**src/rtl/fetch_stage_pkg.sv**
```systemverilog
// Shared definitions for the instruction-fetch front end: default widths,
// reset PC, nop encoding and the fetch-queue entry layout.
package fetch_stage_pkg;

  localparam int PC_WIDTH   = 12;
  localparam int INSN_WIDTH = 32;

  localparam logic [PC_WIDTH-1:0]   RESET_PC = '0;
  localparam logic [INSN_WIDTH-1:0] NOP_INSN = '0;

  typedef struct packed {
    logic [PC_WIDTH-1:0]   pc;
    logic [INSN_WIDTH-1:0] insn;
  } fq_entry_t;

endpackage

```
**src/rtl/fetch_queue.sv**
```systemverilog
// Small synchronous FIFO with flush; head data is read combinationally.
// DEPTH must be a power of two so the pointers wrap on their own.
module fetch_queue #(
  parameter int DEPTH = 2,
  parameter int WIDTH = 44,
  localparam int PTR_W = (DEPTH > 1) ? $clog2(DEPTH) : 1,
  localparam int CNT_W = $clog2(DEPTH + 1)
) (
  input  logic             clock,
  input  logic             reset,
  input  logic             flush,
  input  logic             push,
  input  logic [WIDTH-1:0] push_data,
  input  logic             pop,
  output logic [CNT_W-1:0] count,
  output logic [WIDTH-1:0] head_data
);

  logic [WIDTH-1:0] mem [DEPTH];
  logic [PTR_W-1:0] rd_ptr;
  logic [PTR_W-1:0] wr_ptr;

  always_ff @(posedge clock) begin
    if (reset || flush) begin
      rd_ptr <= '0;
      wr_ptr <= '0;
      count  <= '0;
    end else begin
      if (push) wr_ptr <= wr_ptr + 1'b1;
      if (pop)  rd_ptr <= rd_ptr + 1'b1;
      count <= count + CNT_W'(push) - CNT_W'(pop);
    end
  end

  // Storage is not reset; validity is tracked entirely by count.
  always_ff @(posedge clock) begin
    if (push && !reset && !flush) mem[wr_ptr] <= push_data;
  end

  assign head_data = mem[rd_ptr];

endmodule

```
**src/rtl/fetch_stage.sv**
```systemverilog
// Fetch front end: owns the PC, issues imem reads against a queue credit,
// and hands buffered instructions to decode over valid/ready.
module fetch_stage #(
  parameter int PC_WIDTH   = fetch_stage_pkg::PC_WIDTH,
  parameter int INSN_WIDTH = fetch_stage_pkg::INSN_WIDTH,
  parameter int FQ_DEPTH   = 2,
  parameter logic [PC_WIDTH-1:0] RESET_PC = fetch_stage_pkg::RESET_PC
) (
  input  logic                  clock,
  input  logic                  reset,
  output logic [PC_WIDTH-1:0]   address_imem,
  input  logic [INSN_WIDTH-1:0] q_imem,
  output logic                  fd_valid,
  input  logic                  fd_ready,
  output logic [INSN_WIDTH-1:0] fd_insn,
  output logic [PC_WIDTH-1:0]   fd_pc,
  input  logic                  redirect_valid,
  input  logic [PC_WIDTH-1:0]   redirect_pc,
  output logic [PC_WIDTH-1:0]   pc
);

  import fetch_stage_pkg::*;

  localparam int CNT_W   = $clog2(FQ_DEPTH + 1);
  localparam int ENTRY_W = PC_WIDTH + INSN_WIDTH;

  logic [PC_WIDTH-1:0] pc_reg;
  logic [PC_WIDTH-1:0] inflight_pc;
  logic                inflight_valid;
  logic [CNT_W-1:0]    count;
  logic [ENTRY_W-1:0]  head;
  logic                push;
  logic                pop;
  logic                issue;
  logic [CNT_W:0]      credit;
  logic                queue_empty;

  // Credit counts queued entries plus the read still returning, minus the
  // entry leaving this cycle, so an issued read always has a slot to land in.
  always_comb begin
    queue_empty  = (count == '0);
    address_imem = reset ? RESET_PC : (redirect_valid ? redirect_pc : pc_reg);
    fd_valid     = !reset && !redirect_valid && !queue_empty;
    pop          = fd_valid && fd_ready;
    push         = !reset && inflight_valid && !redirect_valid;
    credit       = (CNT_W+1)'(count) + (CNT_W+1)'(inflight_valid) - (CNT_W+1)'(pop);
    issue        = !reset && (redirect_valid || (credit < (CNT_W+1)'(FQ_DEPTH)));
    fd_insn      = NOP_INSN;
    fd_pc        = '0;
    if (!reset && !queue_empty) begin
      fd_pc   = head[ENTRY_W-1 -: PC_WIDTH];
      fd_insn = head[INSN_WIDTH-1:0];
    end
  end

  always_ff @(posedge clock) begin
    if (reset) begin
      pc_reg         <= RESET_PC;
      inflight_valid <= 1'b0;
      inflight_pc    <= RESET_PC;
    end else begin
      inflight_valid <= issue;
      if (issue) begin
        pc_reg      <= address_imem + 1'b1;
        inflight_pc <= address_imem;
      end
    end
  end

  fetch_queue #(
    .DEPTH (FQ_DEPTH),
    .WIDTH (ENTRY_W)
  ) u_queue (
    .clock     (clock),
    .reset     (reset),
    .flush     (redirect_valid),
    .push      (push),
    .push_data ({inflight_pc, q_imem}),
    .pop       (pop),
    .count     (count),
    .head_data (head)
  );

  assign pc = pc_reg;

endmodule

```
**config.mk**
```make
export PLATFORM = sky130hd
export DESIGN_NAME = fetch_stage
export DESIGN_NICKNAME = d
export VERILOG_FILES = /design/src/rtl/fetch_stage_pkg.sv /design/src/rtl/fetch_queue.sv /design/src/rtl/fetch_stage.sv
export SDC_FILE = /design/constraint.sdc
export NUM_CORES = 1
export LEC_CHECK = 0
export ABC_CLOCK_PERIOD_IN_PS = 3600
export CAP_MARGIN = 25
export CORE_ASPECT_RATIO = 2
export CORE_MARGIN = 1
export CORE_UTILIZATION = 40
export CTS_BUF_LIST = sky130_fd_sc_hd__clkbuf_16
export CTS_CLUSTER_DIAMETER = 120
export DETAILED_ROUTE_END_ITERATION = 10
export HOLD_SLACK_MARGIN = 0.02
export MAX_ROUTING_LAYER = met4
export PLACE_DENSITY = 0.75
export SETUP_SLACK_MARGIN = 0.3
export SYNTH_ARGS = -nofsm -noshare
export SYNTH_HDL_FRONTEND = slang
export SYNTH_SLANG_ARGS = --single-unit
```
**constraint.sdc**
```tcl
create_clock -name clock -period 3.6 [get_ports clock]
set_input_delay 0.36 -clock clock [delete_from_list [all_inputs] [get_ports clock]]
set_output_delay 0.36 -clock clock [all_outputs]
set_load 0.03 [all_outputs]
```
==> key figures, run 1 <==
Outcome
  • Status: finished clean

Die
  • Die area: 12,700 µm²
  • Die X: 80.3 µm
  • Core ar.: 11,800 µm²
  • Io pins: 117
  • Rows: 56
  • Die H: 159 µm
  • Initial Util: 41.5%

Detailed routing
  • Routed wire length: 10.2 mm
  • DRC errors left: 0
  • Detailed Route Iter0 Violations: 145
  • Routed len/inst: 15.7 µm
  • ANT nets after route: 0
  • Vias: 3,196
  • DR vias/cell: 4.93
  • TritonRoute pass-1 iters: 5

Yosys
  • Count of different cell masters after synthesis: 37
  • Mapped cell area: 4910 µm²
  • Synthesized net count: 418
  • Syn Area/Cell: 13.4 µm²
  • Synthesis Warnings: 0
  • Synth Flop Type: edfxtp_1
  • Sequential area share after synthesis: 66.1%
  • Yosys top cell area share: 53.8%
  • Top post-synthesis cells by count: edfxtp_1, nor2_1, mux2i_1, dfxtp_1, nand2_1
  • Synth top area cells: edfxtp_1, dfxtp_1, mux2i_1, nor2_1, xnor2_1
  • Cell with the most instances after synthesis: edfxtp_1
  • Cell taking the most area after synthesis: edfxtp_1
  • Yosys reg bits: 118
  • Async set or reset register ratio after synthesis: 0%
  • Synth Instances: 365
  • Number of flops mapped to enable cells by yosys: 88

STA
  • Max Clock Skew: 0.00861 ns
  • Final setup violation count: 0
  • Final min period: 2.74 ns
  • Unrepaired setup endpoints after global routing: no
  • Final Hold Vio Count: 0
  • Highest achievable clock rate: 0.364 GHz
  • Setup TNS Final: 0 ns
  • WHS: 0.450 ns
  • Worst setup margin: 0.856 ns
  • Max_slew headroom: 51.1%
  • Fin crit share: 76.2%
  • Max-slew violation count: 0
  • Slew @ Worst Pin: 0.727 ns

Setup path
  • Crit path max-delay cell type: clkdlybuf4s50_1
  • Worst EP required: 3.24 ns
  • Most used cell, CP: clkdlybuf4s50_1
  • Buf/Inv on CP: 3
  • Reg2Reg Setup Slack: 0.95 ns
  • Worst R2R Path Depth: 10
  • Top Family by Delay on Critical Path: buffers and inverters
  • FF-to-FF Start: u_queue.count[1]$_SDFF_PP0_
  • Critical path capture point type: primary output
  • Startpoint Class: primary input
  • CP Max Fanout: 28
  • Slowest stage delay, CP: 0.73 ns
  • CP Capture Point: address_imem[0]
  • CP arrival: 2.38 ns
  • RR Endpoint: pc[7]$_SDFFE_PP0P_
  • WP depth: 5
  • Crit path launch: redirect_valid
  • CP Class: primary input to primary output
  • Critical-path cell list: clkdlybuf4s50_1, buf_4, mux2i_1, nor2_1, clkdlybuf4s50_1

Clocking
  • Cts repair resizes: 0
  • CTS clk-pin slew, worst paths: 0.05 ns
  • Root buf cell: clkbuf_16
  • H-tree levels: 4
  • Cts bufs inserted: 17
  • Clock sink count: 118
  • Worst-Skew Late Latency: 0.40 ns
  • Postcts setup bufs: 0
  • CTS Hold Bufs: 0
  • CTS tree: built
  • Clk buf depth: 2

Global route
  • First-pass GRT wire length: 15.9 mm
  • Largest net degree at the start of global routing: 47
  • Initial antenna violation count: 0
  • GRT overflow: 0
  • Vias in the first global route: 3,272
  • GRT Resource Usage Total: 17.8%

Min path
  • Hold Crit Class: register to register
  • Min-delay src: inflight_pc[4]$_SDFFE_PP0P_

Place
  • Post-DP Area: 6260 µm²
  • Placed Instances: 616
  • Worst slack, placed: 0.512 ns
  • Detail Placement HPWL: 7.18 mm
  • Port bufs: 116
  • GP Congestion: 0.769

Layout
  • Final #Nets: 543
  • Layout area overhead: 39.6%
  • Layout cells sized above 1: 11.3%
  • N_diodes: 0
  • Fin util: 57.9%
  • Finished Layout Cells: 648
  • Max FFs per register: 88
  • Fin area: 6850 µm²

Power
  • Peak supply drop: 0.351 mV
  • Leakage: 2.33 nW
  • Tot Pwr: 3.42 mW
  • P per Cell Area: 499 nW/µm²

Job
  • Max-Cap Viols: 0
## worst register-to-register path, cell delays in order, from the launching register on
cell and delay, ns:
dfxtp_1 0.43, o21bai_4 0.10, nor3_1 0.16, ha_1 0.27, nor2b_1 0.16, fa_1 0.45, nor2_1 0.17, or2_1 0.15
buf_4 0.20, nor2b_1 0.33, a22o_1 0.19
## power breakdown
| group | switching, mW | leakage [nW] | internal, mW |
|---|---|---|---|
| combinational | 0.129 | 0.993 | 0.119 |
| clock | 0.571 | 0.287 | 1.08 |
| sequential | 0.0216 | 1.05 | 1.50 |
| total | 0.721 | 2.33 | 2.70 |
## how the worst min path moves through the flow
stage,endpoint,slack (ns),depth (start not counted)
final,u_queue.mem[0][36]$_DFFE_PP_,0.45,0
after global routing,u_queue.mem[0][38]$_DFFE_PP_,0.46,0
after CTS,u_queue.mem[1][38]$_DFFE_PP_,0.46,0
after detailed placement,u_queue.mem[0][38]$_DFFE_PP_,0.44,0
after global placement,u_queue.mem[1][41]$_DFFE_PP_,0.43,0
after floorplan,u_queue.mem[0][33]$_DFFE_PP_,0.43,0
## cells in the final DEF (no fill, tap or decap), drive strengths merged, types with 2 or more instances in the layout
cell	count
clkinv	5
mux2i	57
inv	8
o21ai	10
nand2	13
and2	2
ha	4
clkbuf	17
a22o	7
nand3	6
buf	11
nand2b	10
clkdlybuf4s50	116
xor2	3
edfxtp	88
xnor2	11
nand4	4
nand3b	4
nor2b	3
dfxtp	30
bufinv	3
nor3	6
clkinvlp	4
a211oi	7
nor2	67
## kinds of logic (layout without fill, tap and decap cells)
group / count (synthesis) / count (layout) / synth area share (%)
XOR/XNOR: 14 / 14 / 2.50
AO/OA/AOI/OAI: 27 / 27 / 4.41
multiplexers: 57 / 57 / 11.6
flip-flops: 118 / 118 / 66.1
buffers and inverters: 26 / 164 / 2.57
adder cells (fa/ha/maj): 5 / 5 / 1.43
AND/OR/NAND/NOR: 118 / 118 / 11.4
## layer usage
layer	vias up	track usage (%)	part of all wire (%)
li1	1557	-	-
met1	1533	15.9	35
met2	90	32.8	59
met3	16	4.87	4.1
met4	0	10.0	2.6
met5	-	-	0
## cell type report
type / count / area [µm²]
Tap cell: 145 / 181
Timing Repair Buffer: 127 / 1260
Fill cell: 930 / 4990
Sequential cell: 118 / 3240
Inverter: 5 / 18.8
Multi-Input combinational cell: 221 / 1560
Clock buffer: 17 / 425
Clock inverter: 15 / 165
(Power assumes the default switching activity.)
==> run 2: changes to the inputs <==
ABC_CLOCK_PERIOD_IN_PS = 2450   (was 3600)
clock period = 2.45 ns   (was 3.6 ns; I/O delays follow)
==> run 2 against run 1 <==
  * Wire length grew 3.3%
  * Power grew 52%
  * Clock power grew 56%
  * Combinational power grew 51%
  * Sequential power grew 46%
  * Die area is the same
  * Critical path type is now register to register
  * Final area grew 3.1%
  * Core utilization grew 1.8 points
  * Global-route usage grew 0.21 points
  * Worst hold slack lost 0.027 ns
  * Sequential share of layout area shrank 1.3 points
==> key figures, run 2 (same netlist as run 1, synthesis figures left out) <==
Layout
  • # fillers: 937 (+0.75%)
  • Layout cells sized above 1: 19.5% (+8.2 points)
  • Final #Nets: 547 (+0.74%)
  • Layout area overhead: 43.8%
  • Max FFs per register: 88 (unchanged)
  • Leading cell types in the layout, fill and taps excluded: edfxtp_1, clkdlybuf4s50_1, mux2i_1
  • N_diodes: 0 (unchanged)
  • Most common cell after layout, fill and taps aside: edfxtp_1

Setup path
  • Buf/Inv on CP: 1 (-2)
  • Worst EP required: 2.79 ns (-0.45 ns)
  • Crit path max-delay cell type: fa_2
  • Startpoint Class: register
  • WP depth: 10 (+5)
  • Top Family by Delay on Critical Path: adder cells
  • Worst R2R Path Depth: 10 (unchanged)
  • RR Endpoint: pc[9]$_SDFFE_PP0P_
  • CP Capture Point: pc[9]$_SDFFE_PP0P_
  • Crit path launch: u_queue.count[0]$_SDFF_PP0_
  • Reg2Reg Setup Slack: 0.15 ns (-0.80 ns)
  • FF-to-FF Start: u_queue.count[0]$_SDFF_PP0_
  • Slowest stage delay, CP: 0.36 ns (-0.37 ns)
  • Critical path capture point type: register
  • CP Max Fanout: 7 (-75%)
  • CP arrival: 2.65 ns (+0.27 ns)
  • Most used cell, CP: nor3_2
  • Critical-path cell list: o21bai_4, nor3_2, ha_2, nor2b_2, fa_2, xnor2_2, nor2_4, buf_4, nor3_2, a22o_1
  • CP Class: register to register

Global route
  • Largest net degree at the start of global routing: 47 (unchanged)
  • Vias in the first global route: 3,297 (+0.76%)
  • GRT Resource Usage Total: 18.0% (+0.21 points)
  • GRT overflow: 0 (unchanged)
  • Initial antenna violation count: 0 (unchanged)
  • First-pass GRT wire length: 16.3 mm (+3.0%)

Min path
  • Hold Crit Class: primary input to register
  • Hold Crit Depth: 1 (+1)

Clocking
  • Worst-Skew Late Latency: 0.40 ns (about the same)
  • CTS tree: built
  • Clk buf depth: 2 (unchanged)
  • Root buf cell: clkbuf_16
  • CTS Hold Bufs: 0 (unchanged)
  • H-tree levels: 4 (unchanged)
  • Cts bufs inserted: 17 (unchanged)
  • CTS clk-pin slew, worst paths: 0.06 ns (about the same)
  • Clock sink count: 118 (unchanged)

Detailed routing
  • TritonRoute pass-1 iters: 4 (-1)
  • Vias: 3,219 (+0.72%)
  • Routed wire length: 10.5 mm (+3.3%)
  • DR vias/cell: 4.94 (+0.10%)
  • Detailed Route Iter0 Violations: 122 (-16%)
  • ANT nets after route: 0 (unchanged)
  • Routed len/inst: 16.1 µm (+2.7%)
  • DRC errors left: 0 (unchanged)

STA
  • WHS: 0.423 ns (-0.0270 ns)
  • Final setup violation count: 0 (unchanged)
  • Unrepaired setup endpoints after global routing: yes
  • Final min period: 2.30 ns
  • Highest achievable clock rate: 0.435 GHz
  • Max-slew violation count: 0 (unchanged)
  • Slew @ Worst Pin: 0.477 ns (-0.251 ns)
  • Final Hold Vio Count: 0 (unchanged)
  • Max_slew headroom: 68.2% (+17 points)
  • Setup TNS Final: 0 ns (unchanged)
  • Max Clock Skew: 0.00966 ns (+0.00105 ns)
  • Fin crit share: 93.9%

Die
  • Io pins: 117 (unchanged)
  • Initial Util: 41.5% (unchanged)
  • Die area: 12,700 µm² (unchanged)
  • Die X: 80.3 µm (unchanged)
  • Rows: 56 (unchanged)
  • Die H: 159 µm (unchanged)
  • Core ar.: 11,800 µm² (unchanged)

Power
  • Leakage: 3.01 nW (+29%)
  • Tot Pwr: 5.19 mW (+52%)
  • Peak supply drop: 0.522 mV (+49%)
  • P per Cell Area: 735 nW/µm² (+47%)

Outcome
  • Status: finished clean

Place
  • GP Congestion: 0.811 (+5.5%)
  • Detail Placement HPWL: 7.00 mm (-2.6%)
  • Port bufs: 116 (unchanged)

Job
  • Max-Cap Viols: 0 (unchanged)
[run 2: cell types whose count changed in the layout (fill, tap and decap cells not counted), moves of 3 or more]
cell,previous run,this run
buf_4,10,25
buf_12,1,5
clkinv_2,4,1
dlymetal6s2s_1,0,28
dlygate4sd2_1,0,11
clkdlybuf4s50_1,116,59
nor2_1,62,56
clkinv_4,1,4
nor2_2,5,10
[run 2: layout make-up]
class                   count  area (µm²)  share of cell area, %
flip-flops and latches    118        3250                   46.0
multi-input cells         221        1630                   23.0
repair buffers            131        1360                   19.2
clock buffers              17         425                   6.03
clock inverters            15         204                   2.89
well taps                 145         181                   2.57
inverters                   5        18.8                  0.266
[run 2: power by group]
group | internal, mW | switching, mW
combinational | 0.180 | 0.196
clock | 1.71 | 0.870
sequential | 2.21 | 0.0335
[run 2: routing by layer]
layer	GRT usage, %	wire [µm]	up-vias	share of wire, %
li1	-	-	1571	-
met1	16.1	3680	1550	35
met2	34.9	6270	82	60
met3	4.07	314	16	3.0
met4	7.74	246	0	2.3
met5	-	0	-	0
[run 2: repair_timing]
item                                    4_1_cts  5_1_grt
gates cloned                                  0        1
resized for setup                            23       37
endpoints found under the hold margin         0        0
pin swaps                                     5        3
endpoints found under the setup margin       65       56
buffers inserted                              2        1
[run 2: worst min path at each step]
stage | start | endpoint | slack (ns)
2_1_floorplan | q_imem[0] | u_queue.mem[0][0]$_DFFE_PP_ | 0.34
3_3_place_gp | inflight_pc[6]$_SDFFE_PP0P_ | u_queue.mem[0][38]$_DFFE_PP_ | 0.43
3_5_place_dp | inflight_pc[4]$_SDFFE_PP0P_ | u_queue.mem[0][36]$_DFFE_PP_ | 0.45
4_1_cts | q_imem[12] | u_queue.mem[1][12]$_DFFE_PP_ | 0.40
5_1_grt | q_imem[12] | u_queue.mem[0][12]$_DFFE_PP_ | 0.40
6_report | q_imem[12] | u_queue.mem[1][12]$_DFFE_PP_ | 0.42
[run 2: through the flow]
step	instance area [µm²]	cells	setup WS [ns]	util [%]
floorplan	4970	365	0.0400	-
global placement	6280	616	-0.316	53.0
detailed placement	6280	616	-0.454	53.0
CTS	6960	650	0.174	58.8
global route	7060	652	0.0651	59.6
finish	7060	652	0.149	59.6
[run 2: worst reg2reg max path: cells and delay by family (launching register included)]
kind	cells	cell delay [ns]
flops	1	0.34
xor+xnor	1	0.19
simple gates	4	0.51
buf+inv	1	0.13
fa+ha+maj	2	0.70
compound gates	2	0.39
==> run 3: changes to the inputs <==
SETUP_SLACK_MARGIN = unset   (was 0.3)
==> run 3 against run 2 <==
  * Setup slack worse by 0.073 ns
  * Final area shrank 2.0%
  * Count of clock-buffer cells in the layout stayed put
  * Sequential share of layout area grew 0.90 points
  * Core utilization is 1.2 points lower
  * Via count grew 0.78%
  * First-iteration DRC count is 25% lower
  * Non-clock buffer count is 2 lower
  * Flip-flop and latch count is the same
  * Register-to-register slack worse by 0.05 ns
  * Cell count decreased by 0.31%
  * Worst hold slack better by 0.0016 ns
  * Largest power group unchanged
==> key figures, run 3 (same netlist as run 1, synthesis figures left out) <==
Setup path
  • Slowest stage delay, CP: 0.53 ns (+0.17 ns)
  • CP Class: primary input to register
  • Buf/Inv on CP: 2 (+1)
  • Top Family by Delay on Critical Path: buffers and inverters
  • Worst R2R Path Depth: 11 (+1)
  • CP arrival: 2.67 ns (+0.02 ns)
  • RR Endpoint: pc[8]$_SDFFE_PP0P_
  • Reg2Reg Setup Slack: 0.10 ns (-0.05 ns)
  • FF-to-FF Start: u_queue.count[0]$_SDFF_PP0_
  • Critical-path cell list: clkdlybuf4s50_1, o21bai_4, nor3_2, ha_1, nor2b_2, fa_2, xnor2_2, nor2_2, or2_4, nor2b_1, buf_4, a22o_1
  • Critical path capture point type: register
  • Worst EP required: 2.74 ns (-0.05 ns)
  • Startpoint Class: primary input
  • CP Max Fanout: 5 (-2)
  • Crit path max-delay cell type: clkdlybuf4s50_1

Clocking
  • H-tree levels: 4 (unchanged)
  • Clk buf depth: 2 (unchanged)
  • CTS Hold Bufs: 0 (unchanged)
  • Cts bufs inserted: 17 (unchanged)
  • Root buf cell: clkbuf_16
  • CTS tree: built
  • Postcts setup bufs: 0 (-2)
  • Clock sink count: 118 (unchanged)
  • Worst-Skew Late Latency: 0.40 ns (about the same)
  • CTS clk-pin slew, worst paths: 0.06 ns (about the same)

Place
  • Placed Instances: 618 (+0.32%)
  • Worst slack, placed: -0.383 ns (+0.0710 ns)
  • Detail Placement HPWL: 6.87 mm (-1.9%)
  • Port bufs: 116 (unchanged)
  • GP Congestion: 0.814 (+0.33%)

Die
  • Io pins: 117 (unchanged)
  • Die X: 80.3 µm (unchanged)
  • Initial Util: 41.5% (unchanged)
  • Die H: 159 µm (unchanged)
  • Core ar.: 11,800 µm² (unchanged)
  • Rows: 56 (unchanged)
  • Die area: 12,700 µm² (unchanged)

Power
  • Clock power frac: 48.7% (-0.9 points)
  • Pint: 3.99 mW (-2.6%)
  • Sw Pwr: 1.10 mW (about the same)
  • P per Cell Area: 735 nW/µm² (about the same)
  • Tot Pwr: 5.09 mW (-2.0%)
  • Peak supply drop: 0.568 mV (+8.8%)
  • Switching Share: 21.6% (+0.43 points)
  • Register share of total power: 44.0% (+0.8 points)
  • Logic pwr share: 7.2% (about the same)
  • Leakage: 2.40 nW (-20%)

Global route
  • First-pass GRT wire length: 15.6 mm (-4.4%)
  • GR peak layer: met2
  • Initial antenna violation count: 0 (unchanged)
  • Met2 usage: 31.5% (-3.4 points)
  • GRT Resource Usage Total: 17.3% (-0.70 points)
  • GRT overflow: 0 (unchanged)
  • GR Layer Usage met3: 3.84% (-0.23 points)
  • Grt met1 use: 16.2% (+0.056 points)
  • Largest net degree at the start of global routing: 47 (unchanged)
  • Vias in the first global route: 3,261 (-1.1%)

Detailed routing
  • TritonRoute pass-1 iters: 5 (+1)
  • Vias: 3,244 (+0.78%)
  • DRC errors left: 0 (unchanged)
  • ANT nets after route: 0 (unchanged)
  • Routed len/inst: 15.6 µm (-3.1%)
  • DR vias/cell: 4.99 (+1.1%)
  • Routed wire length: 10.1 mm (-3.4%)
  • Detailed Route Iter0 Violations: 92 (-25%)

Layout
  • Leading cell types in the layout, fill and taps excluded: clkdlybuf4s50_1, edfxtp_1, nor2_1
  • Layout area overhead: 41.0%
  • Max FFs per register: 88 (unchanged)
  • # fillers: 943 (+0.64%)
  • Finished Layout Cells: 650 (-0.31%)
  • Most common cell after layout, fill and taps aside: clkdlybuf4s50_1
  • Layout cells sized above 1: 16.8% (-2.7 points)
  • Final #Nets: 545 (-0.37%)
  • N_diodes: 0 (unchanged)

STA
  • Slew @ Worst Pin: 0.472 ns (-0.00463 ns)
  • Max_slew headroom: 68.4% (+0.14 points)
  • Max Clock Skew: 0.00568 ns (-0.00398 ns)
  • Final Hold Vio Count: 0 (unchanged)
  • Worst setup margin: 0.0759 ns (-0.0729 ns)
  • Final setup violation count: 0 (unchanged)
  • Highest achievable clock rate: 0.421 GHz (-3.1%)
  • Max-slew violation count: 0 (unchanged)
  • Final min period: 2.37 ns (+0.0729 ns)
  • Fin crit share: 96.9% (+3.0 points)

Min path
  • Min-delay src: q_imem[9]
  • Hold Crit Class: primary input to register
  • Hold worst-path end: u_queue.mem[1][9]$_DFFE_PP_
  • Hold Crit Depth: 1 (unchanged)

Outcome
  • Status: finished clean

Job
  • Max-Cap Viols: 0 (unchanged)
## run 3: changes by cell type in the layout (fill, tap and decap cells not counted), moves of 3 or more
cell	change
dlymetal6s2s_1	-28
clkdlybuf4s50_1	+41
dlygate4sd2_1	-11
nor2_1	+5
buf_4	-3
nor2_2	-4
## run 3: area by class of cell
class                      count  area (µm²)  area share (%)
sequential                   118        3250            46.9
multi-input combinational    221        1590            22.9
timing repair buffer         129        1280            18.5
clock buffer                  17         425            6.15
clock inverter                15         181            2.62
tap                          145         181            2.62
inverter                       5        18.8           0.271
## run 3: power by group through the flow
stage | clock network (mW) | registers [mW] | logic, mW
floorplan | 0 | 2.29 | 0.169
global placement | 0 | 2.28 | 0.358
detailed placement | 0 | 2.28 | 0.366
CTS | 2.52 | 2.24 | 0.368
global route | 2.61 | 2.25 | 0.394
finish | 2.48 | 2.24 | 0.367
## run 3: worst reg2reg max path, cell delays in order, from the launching register on
cell	delay (ns)
dfxtp_2	0.34
o21bai_4	0.16
nor3_2	0.05
ha_1	0.30
nor2b_2	0.05
fa_2	0.36
xnor2_2	0.18
nor2_2	0.07
or2_4	0.25
nor2b_1	0.14
buf_4	0.17
a22o_1	0.17
## run 3: worst max path at each step
| stage | from | to | cells after the start |
|---|---|---|---|
| floorplan | reset | inflight_pc[0]$_SDFFE_PP0P_ | 12 |
| global placement | reset | pc[9]$_SDFFE_PP0P_ | 10 |
| detailed placement | reset | pc[10]$_SDFFE_PP0P_ | 10 |
| CTS | u_queue.count[1]$_SDFF_PP0_ | pc[8]$_SDFFE_PP0P_ | 11 |
| global route | reset | pc[7]$_SDFFE_PP0P_ | 12 |
| finish | reset | pc[8]$_SDFFE_PP0P_ | 12 |
## run 3: repair_timing
item | CTS | global route
resized for setup | 2 | 9
pin swaps | 0 | 2
setup endpoints to repair | 7 | 24
## run 3: routing by layer
metal | vias up | share of wire (%)
met1 | 1571 | 37
li1 | 1564 | -
met4 | 0 | 2.6
met2 | 89 | 57
met3 | 20 | 3.6
met5 | - | 0
## run 3: per-stage QoR
step / util, % / hold WS [ns] / TNS [ns] / cell area, µm²
2_1_floorplan: - / 0.344 / 0 / 4930
3_3_place_gp: 53.0 / 0.434 / -4.62 / 6280
3_5_place_dp: 53.0 / 0.445 / -6.57 / 6280
4_1_cts: 58.2 / 0.408 / 0 / 6890
5_1_grt: 58.4 / 0.407 / -0.0339 / 6920
6_report: 58.4 / 0.425 / 0 / 6920
